## src/rtl/fetch_pkg.sv

```systemverilog
// fetch_pkg: shared state encoding and constants for the fetch control slice
package fetch_pkg;
  localparam int XLEN = 32;
  localparam logic [XLEN-1:0] DEFAULT_RESET_PC = 32'h0000_0000;
  typedef enum logic [2:0] {
    BOOT  = 3'd0,
    RUN   = 3'd1,
    HOLD  = 3'd2,
    FLUSH = 3'd3,
    HALT  = 3'd4
  } fetch_state_e;
endpackage

```

## src/rtl/fetch_sequencer.sv

```systemverilog
// fetch_sequencer: drives fetch-stage control through boot, run, hold, flush and halt
module fetch_sequencer
  import fetch_pkg::*;
#(
  parameter logic [XLEN-1:0] RESET_PC = DEFAULT_RESET_PC,
  parameter int FLUSH_CYCLES = 2
) (
  input  logic            clk,
  input  logic            rst,
  input  logic            dec_ready,
  input  logic            load_use_hazard,
  input  logic            ex_branch_valid,
  input  logic [XLEN-1:0] ex_branch_target,
  input  logic            halt_req,
  input  logic [XLEN-1:0] fetch_pc,
  output logic            fetch_r_in,
  output logic            fetch_stall,
  output logic            fetch_redirect,
  output logic [XLEN-1:0] fetch_target,
  output logic [XLEN-1:0] fetch_pc_prev,
  output logic            flush_dec,
  output logic            halted,
  output logic [15:0]     redirect_count
);
  fetch_state_e state, state_nxt;
  logic [2:0] cnt;
  logic hold_req, run_like, take_halt, take_br;
  always_comb begin
    hold_req = load_use_hazard | ~dec_ready;
    run_like = (state == RUN) | (state == HOLD);
    // a halt request only comes from a live decode slot, so flush cycles ignore it
    take_halt = ~rst & run_like & halt_req;
    take_br = ~rst & ex_branch_valid & ~take_halt & (run_like | (state == FLUSH));
    fetch_r_in = rst ? 1'b0 :
                 ((state == BOOT) | (state == FLUSH)) ? 1'b1 :
                 run_like ? (take_br | ~hold_req) : 1'b0;
    fetch_stall = rst | (state == BOOT) | (state == FLUSH) | (state == HALT) | take_br;
    fetch_redirect = ~rst & ((state == BOOT) | take_br);
    fetch_target = (rst | (state == BOOT)) ? RESET_PC : ex_branch_target;
    fetch_pc_prev = fetch_pc;
    flush_dec = rst | (state == BOOT) | (state == FLUSH) | take_br;
    halted = ~rst & (state == HALT);
    state_nxt = take_halt ? HALT :
                take_br ? FLUSH :
                (state == BOOT) ? RUN :
                run_like ? (hold_req ? HOLD : RUN) :
                (state == FLUSH) ? ((cnt == 3'd0) ? RUN : FLUSH) :
                (state == HALT) ? HALT : BOOT;
  end
  always_ff @(posedge clk) begin
    if (rst) begin
      state <= BOOT;
      cnt <= 3'd0;
      redirect_count <= 16'd0;
    end else begin
      state <= state_nxt;
      cnt <= take_br ? 3'(FLUSH_CYCLES - 1) :
             ((state == FLUSH) && (cnt != 3'd0)) ? cnt - 3'd1 : cnt;
      redirect_count <= redirect_count + 16'(take_br);
    end
  end
endmodule

```

## config.mk

```make
export PLATFORM = sky130hd
export DESIGN_NAME = fetch_sequencer
export DESIGN_NICKNAME = d
export VERILOG_FILES = /design/src/rtl/fetch_pkg.sv /design/src/rtl/fetch_sequencer.sv
export SDC_FILE = /design/constraint.sdc
export NUM_CORES = 1
export LEC_CHECK = 0
export CORE_UTILIZATION = 31
export CTS_BUF_LIST = sky130_fd_sc_hd__clkbuf_4
export DETAILED_ROUTE_END_ITERATION = 16
export GPL_TIMING_DRIVEN = 0
export PLACE_DENSITY = 0.8
export SYNTH_ARGS = -nofsm -noshare
export SYNTH_HDL_FRONTEND = slang
export SYNTH_SLANG_ARGS = --single-unit
export TNS_END_PERCENT = 1
```

## constraint.sdc

```tcl
create_clock -name clk -period 2.6 [get_ports clk]
set_input_delay 0.52 -clock clk [delete_from_list [all_inputs] [get_ports clk]]
set_output_delay 0.52 -clock clk [all_outputs]
set_load 0.05 [all_outputs]
```

Word level (Yosys, flattened, before mapping):

Cells that the tools add are included.

* bits in registers: 22
* input bits: 70
* output and inout bits: 85
* word-level logic and storage cells: 54

* add/sub/neg operators: 2
* eq/ne operators: 4
* muxes and demuxes: 14
* bitwise operators: 22
* reduce and logical (&&, ||, !) cells: 7

Operator list (count)
* 32-bit two-way mux: 1
* 3-bit two-way mux: 6
* 16-bit by 1-bit adder with 16-bit output: 1
* 1-bit OR: 11
* 1-bit AND: 7
* 3-bit by 2-bit == test with 1-bit output (second input constant): 2
* 3-bit zero test: 2
* 1-bit two-way mux: 5
* 2-bit two-way mux: 2
* 1-bit inverter: 4
* 2-bit OR reduction: 2
* 3-bit by 1-bit == test with 1-bit output (second input constant): 1
* 3-bit == test (second input constant): 1
* 3-bit nonzero test: 1
* 3-bit by 1-bit subtractor with 3-bit output (second input constant): 1
* 2-bit nonzero test: 1
* 1-bit logical AND: 1

Longest topological paths before layout:

Gate-level depths: netlist (run 1).

* depth in word-level cells: 11
* mapped depth: 8
* mapped depth without buffers: 7

Worst setup path before layout (run 1):

No wires, ideal clock.

* path type: input-to-output
* start: input rst
* end: output fetch_redirect
* data arrival time: 2.539 ns
* required time: 2.080 ns
* slack: -0.459 ns
* stages: 3
* buffers on the path: 2
* cells stage by stage: buf_2 buf_2 o41ai_1

* longest elaborated chain between the ends: 8
* elaborated cells between the ends (all ways): 9
* classes of those cells: bitwise: 9

RTL lines
* start, declared: line fetch_sequencer.sv:9 `input logic rst,`
* 1-bit inverter *: line fetch_sequencer.sv:32, fetch_sequencer.sv:33, fetch_sequencer.sv:38
* 1-bit AND (2 in series): line fetch_sequencer.sv:32 `take_halt = ~rst & run_like & halt_req;`
* 1-bit inverter: line fetch_sequencer.sv:33 `take_br = ~rst & ex_branch_valid & ~take_halt & (run_like | (state == FLUSH));`
* 1-bit AND (2 in series): line fetch_sequencer.sv:33
* 1-bit OR: line fetch_sequencer.sv:38 `fetch_redirect = ~rst & ((state == BOOT) | take_br);`
* 1-bit AND *: line fetch_sequencer.sv:38
* end, declared: line fetch_sequencer.sv:18 `output logic fetch_redirect,`

Every way passes the cells marked *; elsewhere a longest branch is shown, timed or not.

Worst setup path after layout (run 1):

* start: register state[0]
* end: output fetch_target[18]

* longest elaborated chain between the ends: 3

RTL lines
* start, declared: line fetch_sequencer.sv:25 `fetch_state_e state, state_nxt;`
* start signal, assigned: line fetch_sequencer.sv:56 `state <= state_nxt;`
* 3-bit zero test: line fetch_sequencer.sv:39 `fetch_target = (rst | (state == BOOT)) ? RESET_PC : ex_branch_target;`
* 1-bit OR: line fetch_sequencer.sv:39
* 32-bit two-way mux: line fetch_sequencer.sv:39
* end, declared: line fetch_sequencer.sv:19 `output logic [XLEN-1:0] fetch_target,`

No other way between the ends.

==> results.ini, run 1 <==
[timing]
maxSlewViolCount=0
worstMarginPinSlew_ns=0.522
finalSetupViolations=0
finalHoldViolCount=0
post-route-period-util=0.938
whs_ns=0.507
fin_tns_setup_ns=0
rsz0062_at_grt=no
relSlewSlack=0.651
timing.fmax_mhz=410
finClkSkew_ns=0.00260
fin_ws_ns=0.160
fin_crit_ns=2.44

[power_and_ir_drop]
seq_power_share=0.198
switchingPower_mw=1.01
ir_drop_mv=0.315
p_int_mw=0.886
power.leakage_nw=1.25
p_comb_frac=0.720
clockPowerShare=0.082
power_density_nw_per_um2=620
swShare=0.532

[cells_and_area]
fin_nets=405
fin_cells=397
diodes=0
fill_cells=439
area_growth_syn_to_layout_pct=90.9
drive_gt1_frac=0.297

[yosys]
ys_ff_latch=22
ys_warn_count=0
synth_top_family_by_area=simple AND/OR/NAND/NOR gates
synth_mux_area_frac=0.0281
synthTopCellsByArea=dfxtp_1 28%, buf_4 15%, and2_1 13%, a21oi_1 3.4%, nor2_1 3.3%
synth_area_um2=1600
synth_xor_xnor_area_share=0.0273
yosysTopAreaCell=dfxtp_1
ys_types=35
syn_inst=201
synth.net_count=275
synth_commonest_cells=32 x and2_1, 32 x buf_4, 22 x dfxtp_1
synth-adder-area-share=0.0313
synthSimpleGateAreaFrac=0.317
ys.flop_type=dfxtp_1
synth_compound_area_frac=0.118
synth-async-reset-ratio=0
ys_seq_area_frac=0.275
syn_avg_cell_area_um2=7.97
synth_edf_count=0
netlist.area_leader.share=0.275

[worst_hold_path]
hold_class=reg2reg
hold_depth=2

[critical_path]
crit_type=reg2out
crit_fanout=10
crit_path_start_kind=flop
reg2regPathDepth=8
worstSetupPathDepth=6
cp.arrival_ns=1.92
reg2reg_slack_ns=0.27
critical_path.n_buffers_inverters=3
crit_chain=buf_2 > nor2_1 > a21oi_2 > clkbuf_2 > and2_1 > clkdlybuf4s15_2
cp_slowest_cell=clkdlybuf4s15_2
endpoint_kind=output port
crit_family=buffers and inverters
required_ns=2.08
critical-path-max-stage-delay_ns=0.38

[clock_tree]
clk_latency_ns=0.30
cts.sinks=22
cts_tree=done
clkTransAtPathRegs_ns=0.12
cts_buffers=3
cts-root-buf=clkbuf_4
ctsHoldBuffers=0
cts_max_level=1
cts_buffer_depth=2

[floorplan]
dieWidth_um=73.9
top_level_ports=155
dieArea_um2=5460
rows=25
die_height_um=73.9
initial_core_util=0.330
core_um2=4850

[global_route]
grt_pass1_wl_um=7510
grt_antenna_before_repair=0
grtUsageTotal=0.179
grt_remaining_overflow=0
grt_max_degree=13
grt_pass1_vias=1641

[placed_design]
hpwl_um=4230
pre_cts_ws_ns=-0.786
place_inst=390
portBuffers=122
gp_congestion=0.774

[job]
cap_violations=0

[route]
wl_um=4990
drt_pass1_iterations=4
ant_nets=0
drc=0
wl_per_cell_um=12.6
dr_total_vias=1802
avgViaCountPerCell=4.54
drtIter0Drc=119

[status]
outcome=complete, no violations

==> worst register-to-register path, cell delays in order (launching register included) <==
cell     delay [ns]
dfxtp_1        0.34
buf_2          0.20
nand2_1        0.11
a211o_2        0.41
nor2_1         0.13
ha_2           0.23
nand3_4        0.14
nor4_2         0.32
mux2_2         0.36
==> final timing paths <==
check	start	endpoint
worst min-delay path	redirect_count[6]	redirect_count[6]
worst min register to register	redirect_count[6]	redirect_count[6]
worst max register to register	state[0]	redirect_count[14]
worst max-delay path	state[0]	fetch_target[18]
==> metrics by stage <==
stage                      util  power [mW]  area, um^2
after floorplan               -        1.34        1610
after global placement    0.601        1.78        2910
after detailed placement  0.601        1.79        2910
after CTS                 0.617        1.91        2990
after global routing      0.630        1.98        3060
final                     0.630        1.89        3060
==> placed cells by master (no fill, tap or decap), types with 4 or more instances in the layout <==
cell type         n
xnor2_1           4
nor2b_1           7
o21ai_0           5
o31ai_1           4
nand3_1           4
a21oi_1          10
buf_2             6
inv_1            11
nor2_1           14
clkbuf_4          4
clkdlybuf4s50_1  83
nand2_1           6
clkdlybuf4s15_2  31
or4_1             5
and2_1           32
mux2_2            4
dfxtp_1          22
buf_4            38
==> layout make-up <==
class	count	area [um^2]	share of cell area
timing repair buffer	125	1270	0.415
multi-input combinational	126	901	0.295
sequential	22	440	0.144
buffer	42	294	0.0962
tap	67	83.8	0.0274
inverter	11	41.3	0.0135
clock buffer	3	22.5	0.00737
clock inverter	1	3.75	0.00123
==> registers in the layout, indices dropped and copies added, names as in the netlist <==
signal,flops
cnt,3
state,3
redirect_count,16
==> what timing repair did <==
action | CTS | global route
pin swaps | 1 | 1
resized for setup | 122 | 13
setup endpoints to repair | 41 | 40
buffers inserted | 0 | 3
gates cloned | 0 | 0
==> power by group through the flow <==
| stage | Sequential, mW | Combinational, mW | Clock (mW) |
|---|---|---|---|
| 5_1_grt | 0.378 | 1.43 | 0.173 |
| 2_1_floorplan | 0.388 | 0.948 | 0 |
| 4_1_cts | 0.375 | 1.37 | 0.161 |
| 3_5_place_dp | 0.383 | 1.41 | 0 |
| 3_3_place_gp | 0.380 | 1.40 | 0 |
| 6_report | 0.375 | 1.36 | 0.155 |
==> metal layers <==
layer | vias up | share of wire | GRT usage
met3 | 4 | 0.072 | 0.0370
met2 | 86 | 0.58 | 0.367
met4 | 0 | 0.012 | 0.0556
li1 | 901 | - | -
met1 | 811 | 0.33 | 0.176
met5 | - | 0 | 0
==> logic make-up after synthesis <==
kind of cell,Yosys count
buffers and inverters,53
AO/OA/AOI/OAI,29
multiplexers,4
AND/OR/NAND/NOR,84
XOR/XNOR,5
adder cells (fa/ha/maj),4
flip-flops,22
Power figures use the tool's default switching activity.
==> inputs of run 2 (changes only) <==
- clock period: 2.6 -> 2.7 ns (I/O delays scaled with it)
==> results.ini, run 2 (synthesis gave the netlist of run 1 again) <==
[status]
outcome=complete, no violations  ; unchanged

[clock_tree]
cts_tree=done  ; unchanged
cts_max_level=1  ; unchanged
cts-root-buf=clkbuf_4  ; unchanged
cts_setup_buffers=0  ; unchanged
cts.sinks=22  ; unchanged
cts_buffer_depth=2  ; unchanged
cts_buffers=3  ; unchanged
clkTransAtPathRegs_ns=0.12  ; about the same
clk_latency_ns=0.30  ; about the same

[placed_design]
place_inst=390  ; unchanged
portBuffers=122  ; unchanged
gp_congestion=0.774  ; unchanged
hpwl_um=4230  ; unchanged

[cells_and_area]
final_common_cell=clkdlybuf4s50_1  ; unchanged
fin_nets=402  ; was 405
diodes=0  ; unchanged
fin_cells=394  ; was 397
regArea_um2=440  ; unchanged
reg_top3=redirect_count: 16 flops, cnt: 3 flops, state: 3 flops  ; unchanged
mostFrequentLayoutCells=85 x clkdlybuf4s50_1, 34 x buf_4, 32 x and2_1, 32 x clkdlybuf4s15_2, 22 x dfxtp_1  ; was 83 x clkdlybuf4s50_1, 38 x buf_4, 32 x and2_1
area_growth_syn_to_layout_pct=88.0  ; was 90.9%
largest-register=redirect_count  ; unchanged
multiInputGateArea_um2=883  ; was 901 um^2
fill_cells=445  ; was 439
largest_reg_flops=16  ; unchanged
drive_gt1_frac=0.284  ; was 0.297

[worst_hold_path]
hold_class=reg2reg  ; unchanged
hold_start=redirect_count[6]  ; unchanged
hold_depth=2  ; unchanged
holdPathEnd=redirect_count[6]  ; unchanged

[floorplan]
core_um2=4850  ; unchanged
dieWidth_um=73.9  ; unchanged
initial_core_util=0.330  ; unchanged
rows=25  ; unchanged
die_height_um=73.9  ; unchanged
dieArea_um2=5460  ; unchanged
top_level_ports=155  ; unchanged

[critical_path]
r2r_start=state[0]  ; unchanged
required_ns=2.16  ; was 2.08 ns
crit_path_start_kind=primary input  ; was flop
reg2reg_slack_ns=0.36  ; was 0.27 ns
cp.arrival_ns=2.12  ; was 1.92 ns
reg2regPathDepth=8  ; unchanged
endpoint_kind=output port  ; unchanged
worst_r2r_endpoint=redirect_count[14]  ; unchanged
crit_type=in2out  ; was reg2out
crit_fanout=10  ; unchanged

[timing]
rsz0062_at_grt=yes  ; was no
finalSetupViolations=0  ; unchanged
finalHoldViolCount=0  ; unchanged
maxSlewViolCount=0  ; unchanged
worstMarginPinSlew_ns=0.521  ; was 0.522 ns
fin_tns_setup_ns=0  ; unchanged
timing.fmax_mhz=377
finClkSkew_ns=0.00546  ; was 0.00260 ns
relSlewSlack=0.651  ; about the same
post-route-period-util=0.984
fin_crit_ns=2.66
whs_ns=0.510  ; was 0.507 ns

[global_route]
grtUsageTotal=0.178  ; was 0.179
grt_pass1_vias=1656  ; was 1641
grt_max_degree=13  ; unchanged
grt_remaining_overflow=0  ; unchanged
grt_antenna_before_repair=0  ; unchanged
grt_pass1_wl_um=7450  ; was 7510 um

[route]
drt_pass1_iterations=4  ; unchanged
avgViaCountPerCell=4.56  ; was 4.54
dr_total_vias=1795  ; was 1802
drc=0  ; unchanged
ant_nets=0  ; unchanged
wl_per_cell_um=12.6  ; about the same
drtIter0Drc=75  ; was 119
wl_um=4980  ; was 4990 um

[power_and_ir_drop]
power_density_nw_per_um2=604  ; was 620 nW/um^2
ir_drop_mv=0.303  ; was 0.315 mV
p_total_mw=1.82  ; was 1.89 mW
power.leakage_nw=1.18  ; was 1.25 nW

[job]
cap_violations=0  ; unchanged

==> run 2: final cells by class <==
| cell class | count | share of cell area |
|---|---|---|
| repair buffers | 122 | 0.413 |
| plain buffers | 42 | 0.0968 |
| inverters | 11 | 0.0137 |
| multi-input cells | 126 | 0.293 |
| well taps | 67 | 0.0278 |
| flip-flops and latches | 22 | 0.146 |
| clock buffers | 3 | 0.00748 |
| clock inverters | 1 | 0.00125 |
==> run 2: through the flow <==
| step | area [um^2] | setup slack, ns | utilization |
|---|---|---|---|
| 6_report | 3010 | 0.0444 | 0.621 |
| 5_1_grt | 3010 | -0.0717 | 0.621 |
| 4_1_cts | 2980 | -0.173 | 0.614 |
| 3_5_place_dp | 2910 | -0.726 | 0.601 |
| 3_3_place_gp | 2910 | -0.719 | 0.601 |
| 2_1_floorplan | 1610 | 0.255 | - |
==> run 2: worst max-delay path by stage <==
stage | start | endpoint | slack [ns] | cells after the start
global route | rst | fetch_target[7] | -0.07 | 5
global placement | rst | halted | -0.72 | 6
floorplan | rst | fetch_redirect | 0.25 | 3
CTS | halt_req | fetch_stall | -0.17 | 5
finish | rst | fetch_target[18] | 0.04 | 5
detailed placement | rst | halted | -0.73 | 6
==> run 2: repair_timing <==
action,CTS,global route
hold buffers,0,0
pin swaps,0,1
setup endpoints to repair,37,40
resized for setup,114,12
hold endpoints to repair,0,0
==> run 2: metal layers <==
metal / GRT usage / vias up / wire length, um
met2: 0.365 / 86 / 2920
met3: 0.0370 / 4 / 357
met4: 0.0598 / 0 / 61
li1: - / 897 / -
met1: 0.171 / 808 / 1640
met5: 0 / - / 0
==> run 2: critical path: stages <==
cell and delay [ns]:
clkdlybuf4s50_1 0.50, a21oi_2 0.23, clkbuf_1 0.28, and2_1 0.19, clkdlybuf4s15_2 0.38
==> run 2: power breakdown <==
group | internal [mW] | switching [mW]
Clock | 0.0539 | 0.0978
Sequential | 0.351 | 0.00993
Combinational | 0.444 | 0.863
Total | 0.848 | 0.971
